### config.mk
export PLATFORM = sky130hd
export DESIGN_NAME = regfile_wr_arbiter
export DESIGN_NICKNAME = d
export VERILOG_FILES = /design/src/rtl/regfile_wr_arbiter.sv
export SDC_FILE = /design/constraint.sdc
export NUM_CORES = 1
export LEC_CHECK = 0
export BUFFER_PORTS_ARGS = -buffer_cell sky130_fd_sc_hd__buf_2
export CORE_AREA = 2 2 117 119
export CTS_CLUSTER_SIZE = 30
export DETAILED_ROUTE_END_ITERATION = 6
export DIE_AREA = 0 0 119 121
export PLACE_DENSITY = 0.73
export SYNTH_ARGS = -nofsm -noshare
export SYNTH_HDL_FRONTEND = slang
export SYNTH_SLANG_ARGS = --single-unit
### constraint.sdc
create_clock -name clk -period 1.76 [get_ports clk]
set_clock_uncertainty 0.2 [all_clocks]
set_input_delay 0.264 -clock clk [delete_from_list [all_inputs] [get_ports clk]]
set_output_delay 0.264 -clock clk [all_outputs]
set_load 0.03 [all_outputs]
### src/rtl/regfile_wr_arbiter.sv
// Arbitrates two writeback requesters onto the single register-file write port.
// Bypasses the staged write onto the read ports and diverts PC writes to a separate strobe.
module regfile_wr_arbiter #(
  parameter int DATA_W    = 32,
  parameter int ADDR_W    = 4,
  parameter int PRIO_MODE = 0
) (
  input  logic              clk,
  input  logic              rst_n,
  // Handshake: a transfer happens in a cycle where valid & ready are both 1.
  // Ready is a pure function of the current valids and the priority pointer.
  input  logic              a_valid,
  output logic              a_ready,
  input  logic [ADDR_W-1:0] a_addr,
  input  logic [DATA_W-1:0] a_data,
  input  logic              b_valid,
  output logic              b_ready,
  input  logic [ADDR_W-1:0] b_addr,
  input  logic [DATA_W-1:0] b_data,
  output logic              rf_we,
  output logic [ADDR_W-1:0] rf_waddr,
  output logic [DATA_W-1:0] rf_wdata,
  output logic              pc_we,
  output logic [DATA_W-1:0] pc_wdata,
  input  logic [ADDR_W-1:0] rd_addr1,
  input  logic [ADDR_W-1:0] rd_addr2,
  input  logic [DATA_W-1:0] rf_rd1,
  input  logic [DATA_W-1:0] rf_rd2,
  output logic [DATA_W-1:0] rd1,
  output logic [DATA_W-1:0] rd2,
  output logic [15:0]       stall_cnt,
  output logic              dbg_ptr_b
);

  localparam logic [ADDR_W-1:0] PC_ADDR = '1;

  logic              ptr_b;
  logic              a_has_prio;
  logic              grant_a;
  logic              grant_b;
  logic              accept;
  logic [ADDR_W-1:0] sel_addr;
  logic [DATA_W-1:0] sel_data;
  logic              sel_is_pc;

  // Fixed-priority mode ignores the pointer entirely.
  assign a_has_prio = (PRIO_MODE == 1) || !ptr_b;

  always_comb begin
    grant_a = a_valid && (!b_valid || a_has_prio);
    grant_b = b_valid && !grant_a;
  end

  assign a_ready   = grant_a;
  assign b_ready   = grant_b;
  assign accept    = grant_a || grant_b;
  assign sel_addr  = grant_a ? a_addr : b_addr;
  assign sel_data  = grant_a ? a_data : b_data;
  assign sel_is_pc = (sel_addr == PC_ADDR);
  assign dbg_ptr_b = ptr_b;

  always_ff @(posedge clk or negedge rst_n) begin
    if (!rst_n) begin
      ptr_b     <= 1'b0;
      rf_we     <= 1'b0;
      rf_waddr  <= '0;
      rf_wdata  <= '0;
      pc_we     <= 1'b0;
      pc_wdata  <= '0;
      stall_cnt <= '0;
    end else begin
      if (accept && PRIO_MODE == 0) begin
        ptr_b <= grant_a;
      end
      rf_we <= accept && !sel_is_pc;
      pc_we <= accept && sel_is_pc;
      // Address/data hold their last value when nothing lands on the port.
      if (accept && !sel_is_pc) begin
        rf_waddr <= sel_addr;
        rf_wdata <= sel_data;
      end
      if (accept && sel_is_pc) begin
        pc_wdata <= sel_data;
      end
      if (a_valid && b_valid && stall_cnt != 16'hFFFF) begin
        stall_cnt <= stall_cnt + 16'd1;
      end
    end
  end

  // rf_we is never set for the PC address, so PC reads fall through to the raw data.
  always_comb begin
    rd1 = rf_rd1;
    rd2 = rf_rd2;
    if (rf_we && rd_addr1 == rf_waddr && rd_addr1 != PC_ADDR) rd1 = rf_wdata;
    if (rf_we && rd_addr2 == rf_waddr && rd_addr2 != PC_ADDR) rd2 = rf_wdata;
  end

endmodule

; ---- Yosys cells after proc, flatten, opt, wreduce, memory -nomap -nowiden
; Cells that the tools add are included.
[classes]
n_addsub = 1
eq_ne = 6
mux = 4
reduce_logical = 16
[ops]
columns = cell, n
row1 = $mux 32, 3
row2 = $add 16x1->16 const B, 1
row3 = $ne 16x16->1 const B, 1
row4 = $logic_and 1x1->1, 10
row5 = $eq 4x4->1, 2
row6 = $ne 4x4->1 const B, 2
row7 = $eq 4x4->1 const B, 1
row8 = $logic_not 1->1, 4
row9 = $mux 4, 1
row10 = $logic_or 1x1->1, 2
[totals]
ff_bits = 87
inputBits = 148
out_inout_bits = 153
word_cells = 34

; ---- Logic depth before layout (Yosys ltp)
[logic_depth]
ltp_word = 7
depth_mapped = 7

; ---- Worst setup path before layout
; OpenSTA, ideal clock, no wires.
[synth_timing]
path_type = register -> output
startpoint = register rf_waddr[0]
endpoint = output port rd2[5]
t_arrival_ns = 1.742
t_required_ns = 1.296
setup_slack_ns = -0.446
path_stages_with_launch = 5
n_path_buf = 1
cell_sequence = dfrtp_1 > or2_2 > a21oi_2 > buf_4 > mux2_1
[synth_via]
elab_chain_len = 4
[synth_lines]
columns = element, line_no
row1 = start: declaration, 21  ; output logic [ADDR_W-1:0] rf_waddr,
row2 = start signal: assignment, 79  ; rf_waddr <= sel_addr;
row3 = $eq 4x4->1, 96  ; if (rf_we && rd_addr2 == rf_waddr && rd_addr2 != PC_ADDR) rd2 = rf_wdata;
row4 = $logic_and 1x1->1 (2 in series), 96
row5 = $mux 32, 96
row6 = end: declaration, 30  ; output logic [DATA_W-1:0] rd2,
; Every way passes these cells.

; ---- Final worst setup path
[layout_timing]
startpoint = register rf_waddr[0]
endpoint = output port rd1[25]
[layout_via]
elab_chain_len = 4
[layout_lines]
columns = element, line_no
row1 = $eq 4x4->1, 95  ; if (rf_we && rd_addr1 == rf_waddr && rd_addr1 != PC_ADDR) rd1 = rf_wdata;
row2 = $logic_and 1x1->1 (2 in series), 95
row3 = $mux 32, 95
row4 = end: declaration, 29  ; output logic [DATA_W-1:0] rd1,
; Every way passes these cells.

==> insert_results.sql <==
INSERT INTO impl_metrics (metric_group, metric, value, unit) VALUES
('global_routing', 'grt_first_pass_wirelength', '24.2', 'mm'),
('timing', 'setup_viol', '74', ''),
('placement', 'detailed_place_hpwl', '11.9', 'mm'),
('placement', 'place_ws', '-0.416', 'ns'),
('timing', 'worst_slew_margin_rel', '0.725', ''),
('synthesis', 'syn-mean-instance-area', '10.9', 'um^2'),
('clocking', 'clkSinkCount', '87', ''),
('min_path', 'hp-class', 'input pin to flop', ''),
('setup_path', 'critical_path_required', '1.30', 'ns'),
('routing', 'avgRoutedWirePerCell', '18.7', 'um'),
('clocking', 'ctsRootBufferMaster', 'clkbuf_16', ''),
('synthesis', 'post_synth_main_area_contributors', 'dfrtp_1 (46%), mux2_2 (14%), mux2i_1 (6.8%)', ''),
('timing', 'fin_worst_hold_slack', '0.0255', 'ns'),
('power', 'power.total', '8.60', 'mW'),
('timing', 'report.final.hold_viol_count', '0', ''),
('synthesis', 'asyncSetResetFlopFracSynth', '1.00', ''),
('synthesis', 'ys.flop_type', 'dfrtp_1', ''),
('layout', 'num-fill-cells', '1040', ''),
('timing', 'timing.fmax', '401', 'MHz'),
('floorplan', 'io_pins', '301', ''),
('synthesis', 'synthesis.yosys.warnings', '0', ''),
('power', 'vdd.ir_drop.worst', '0.768', 'mV'),
('routing', 'routed_wirelength', '17.9', 'mm'),
('timing', 'timing.final.max_slew_violations', '0', ''),
('layout', 'finish.utilization', '0.633', ''),
('power', 'leakage', '4.00', 'nW'),
('global_routing', 'grtUsageTotal', '0.214', ''),
('clocking', 'clock_insertion_delay_worst_skew', '0.34', 'ns'),
('placement', 'gpl.final_weighted_congestion', '0.862', ''),
('run_status', 'violated_checks', 'negative setup slack', ''),
('power', 'power.density', '1040', 'nW/um^2'),
('synthesis', 'post-synth-top-count-cell', 'dfrtp_1', ''),
('clocking', 'tritoncts.num_buffers', '9', ''),
('floorplan', 'core_area', '13100', 'um^2'),
('setup_path', 'reg2regPathDepth', '7', ''),
('synthesis', 'post_synthesis_register_bit_count', '87', ''),
('layout', 'drive_above_1_share', '0.676', ''),
('layout', 'antenna_cells_inserted', '0', ''),
('min_path', 'hold_path_depth', '3', ''),
('layout', 'sequential_cell_area', '2200', 'um^2'),
('clocking', 'clkTransAtPathRegs', '0.06', 'ns'),
('synthesis', 'yosysUniqueCellTypes', '40', ''),
('timing', 'finalCritPeriodShare', '1.42', ''),
('setup_path', 'critPathArrivalTime', '2.03', 'ns'),
('setup_path', 'worst_setup_path_start_kind', 'flop', ''),
('setup_path', 'worst-setup-path-type', 'flop to primary output', ''),
('timing', 'minimum_setup_slack_in_the_final_design', '-0.736', 'ns'),
('synthesis', 'synthesis.nets', '584', ''),
('placement', 'buffer_ports.inserted', '300', ''),
('global_routing', 'number_of_global_route_vias_before_repair', '4626', ''),
('synthesis', 'synth.yosys.seq_area_share', '0.461', ''),
('timing', 'final.setup.tns', '-45.22', 'ns'),
('routing', 'drc_marker_count_from_the_first_detailed_route_iteration', '225', ''),
('synthesis', 'synth_enable_flop_cells', '0', ''),
('floorplan', 'start_util', '0.361', ''),
('setup_path', 'cp-end-kind', 'primary output', ''),
('clocking', 'tritoncts', 'done', ''),
('timing', 'min_period', '2.50', 'ns'),
('global_routing', 'grt_antenna_before_repair', '0', ''),
('routing', 'detail_route.drc_violations', '0', ''),
('floorplan', 'floorplan.die_area', '14400', 'um^2'),
('layout', 'syn_to_final_growth', '75.4', '%'),
('routing', 'dr_vias_cell', '5.06', ''),
('synthesis', 'synth_largest_type_area_fraction', '0.461', ''),
('floorplan', 'fp.dieW', '119', 'um'),
('setup_path', 'worst-path-max-fanout', '9', ''),
('clocking', 'cts.htree.levels', '3', ''),
('global_routing', 'globalRouteOverflowTotal', '0', ''),
('clocking', 'cts_buffer_depth', '2', ''),
('routing', 'drt_first_pass_iters', '6', ''),
('timing', 'rsz0062_at_grt', 'true', ''),
('floorplan', 'num_rows', '42', ''),
('run_status', 'run_status', 'complete, but fails checks', ''),
('layout', 'multi_input_area', '2870', 'um^2'),
('synthesis', 'post_synth_instance_area', '4720', 'um^2'),
('synthesis', 'syn-instance-count', '435', ''),
('floorplan', 'die_h', '121', 'um'),
('synthesis', 'yosys.area.top_type', 'dfrtp_1', ''),
('job', 'maxCapViolCount', '0', ''),
('global_routing', 'largest_net_degree_at_the_start_of_global_routing', '42', ''),
('synthesis', 'commonest_cells_in_the_netlist', 'dfrtp_1 (87), nor2_1 (72), mux2_2 (60)', ''),
('timing', 'worst_slew_pin_slew', '0.412', 'ns'),
('routing', 'vias', '4840', ''),
('layout', 'final_net_count', '924', ''),
('routing', 'antenna_left', '0', '');
[critical path, stage by stage (launching register included)]
cell and delay [ns]:
dfrtp_2 0.45, xnor2_2 0.14, nand4_1 0.15, a21oi_4 0.19, buf_4 0.15, buf_12 0.14, mux2_4 0.30, buf_2 0.18
[area by class of cell]
cell class / instances / area share
repair buffers: 354 / 0.323
clock inverters: 5 / 0.00695
clock buffers: 11 / 0.0293
multi-input cells: 320 / 0.346
flip-flops and latches: 87 / 0.266
well taps: 176 / 0.0266
inverters: 3 / 0.00166
[cells by family (layout without fill, tap and decap cells)]
family          after synthesis  after routing  synth area share
simple gates                121            121             0.121
mux                          97             97             0.224
flops                        87             87             0.461
compound gates               82             82             0.112
buf+inv                      28            373            0.0443
xor+xnor                     19             19            0.0353
fa+ha+maj                     1              1           0.00265
[final timing paths]
check / from / endpoint / slack [ns]
max: rf_waddr[0] / rd1[25] / -0.74
min: a_addr[3] / rf_waddr[3] / 0.03
max reg2reg: dbg_ptr_b / pc_wdata[10] / -0.04
min reg2reg: stall_cnt[15] / stall_cnt[15] / 0.29
max in group asynchronous: rst_n / pc_we / 0.59
min in group asynchronous: rst_n / stall_cnt[15] / 0.19
[where the power goes]
group          leakage (nW)  switching, mW  total [mW]  internal (mW)
sequential            0.987          0.430        2.89           2.46
clock                 0.149          0.767        1.91           1.14
combinational          2.87           2.27        3.81           1.53
total                  4.00           3.47        8.60           5.13
[routing by layer]
layer	share of wire	wire length, um	GRT usage	up-vias
met5	0	0	0	-
met4	0.023	406	0.0640	0
met3	0.061	1080	0.0489	32
met2	0.52	9300	0.388	242
met1	0.40	7070	0.253	2335
li1	-	-	-	2231
[state kept, by name, summed over array words and instances, names as in the netlist]
signal and flops:
stall_cnt 16, pc_we 1, rf_wdata 32, dbg_ptr_b 1, rf_we 1, rf_waddr 4
pc_wdata 32
[cell usage in the layout, fill, tap and decap left out, types with 3 or more instances in the layout]
cell	count
dfrtp_1	66
nand4_2	3
a21oi_1	46
nor4_1	3
xnor2_1	10
nor2_2	15
mux2i_4	6
xor2_1	6
nand2_1	10
nor2_1	57
buf_6	60
buf_12	13
nand4_1	7
dlymetal6s4s_1	3
nand3_1	8
mux2i_2	11
buf_2	234
clkbuf_16	18
a21oi_4	3
o21ai_0	6
xnor2_2	3
mux2_4	65
buf_4	30
dfrtp_2	21
mux2i_1	15
a21oi_2	20
[timing repair]
item                                    CTS  global route
hold buffers                              5             0
buffers inserted                          5             9
gates cloned                              1            11
gates resized for setup                 122            74
pin swaps                                 3            10
endpoints found under the hold margin    31             0
endpoints found under the setup margin   66           116
[metrics by stage]
| stage | cell area [um^2] | cells |
|---|---|---|
| 2_1_floorplan | 5030 | 435 |
| 3_3_place_gp | 6880 | 914 |
| 3_5_place_dp | 6880 | 914 |
| 4_1_cts | 7700 | 940 |
| 5_1_grt | 8280 | 956 |
| 6_report | 8280 | 956 |
(Power assumes the default switching activity.)
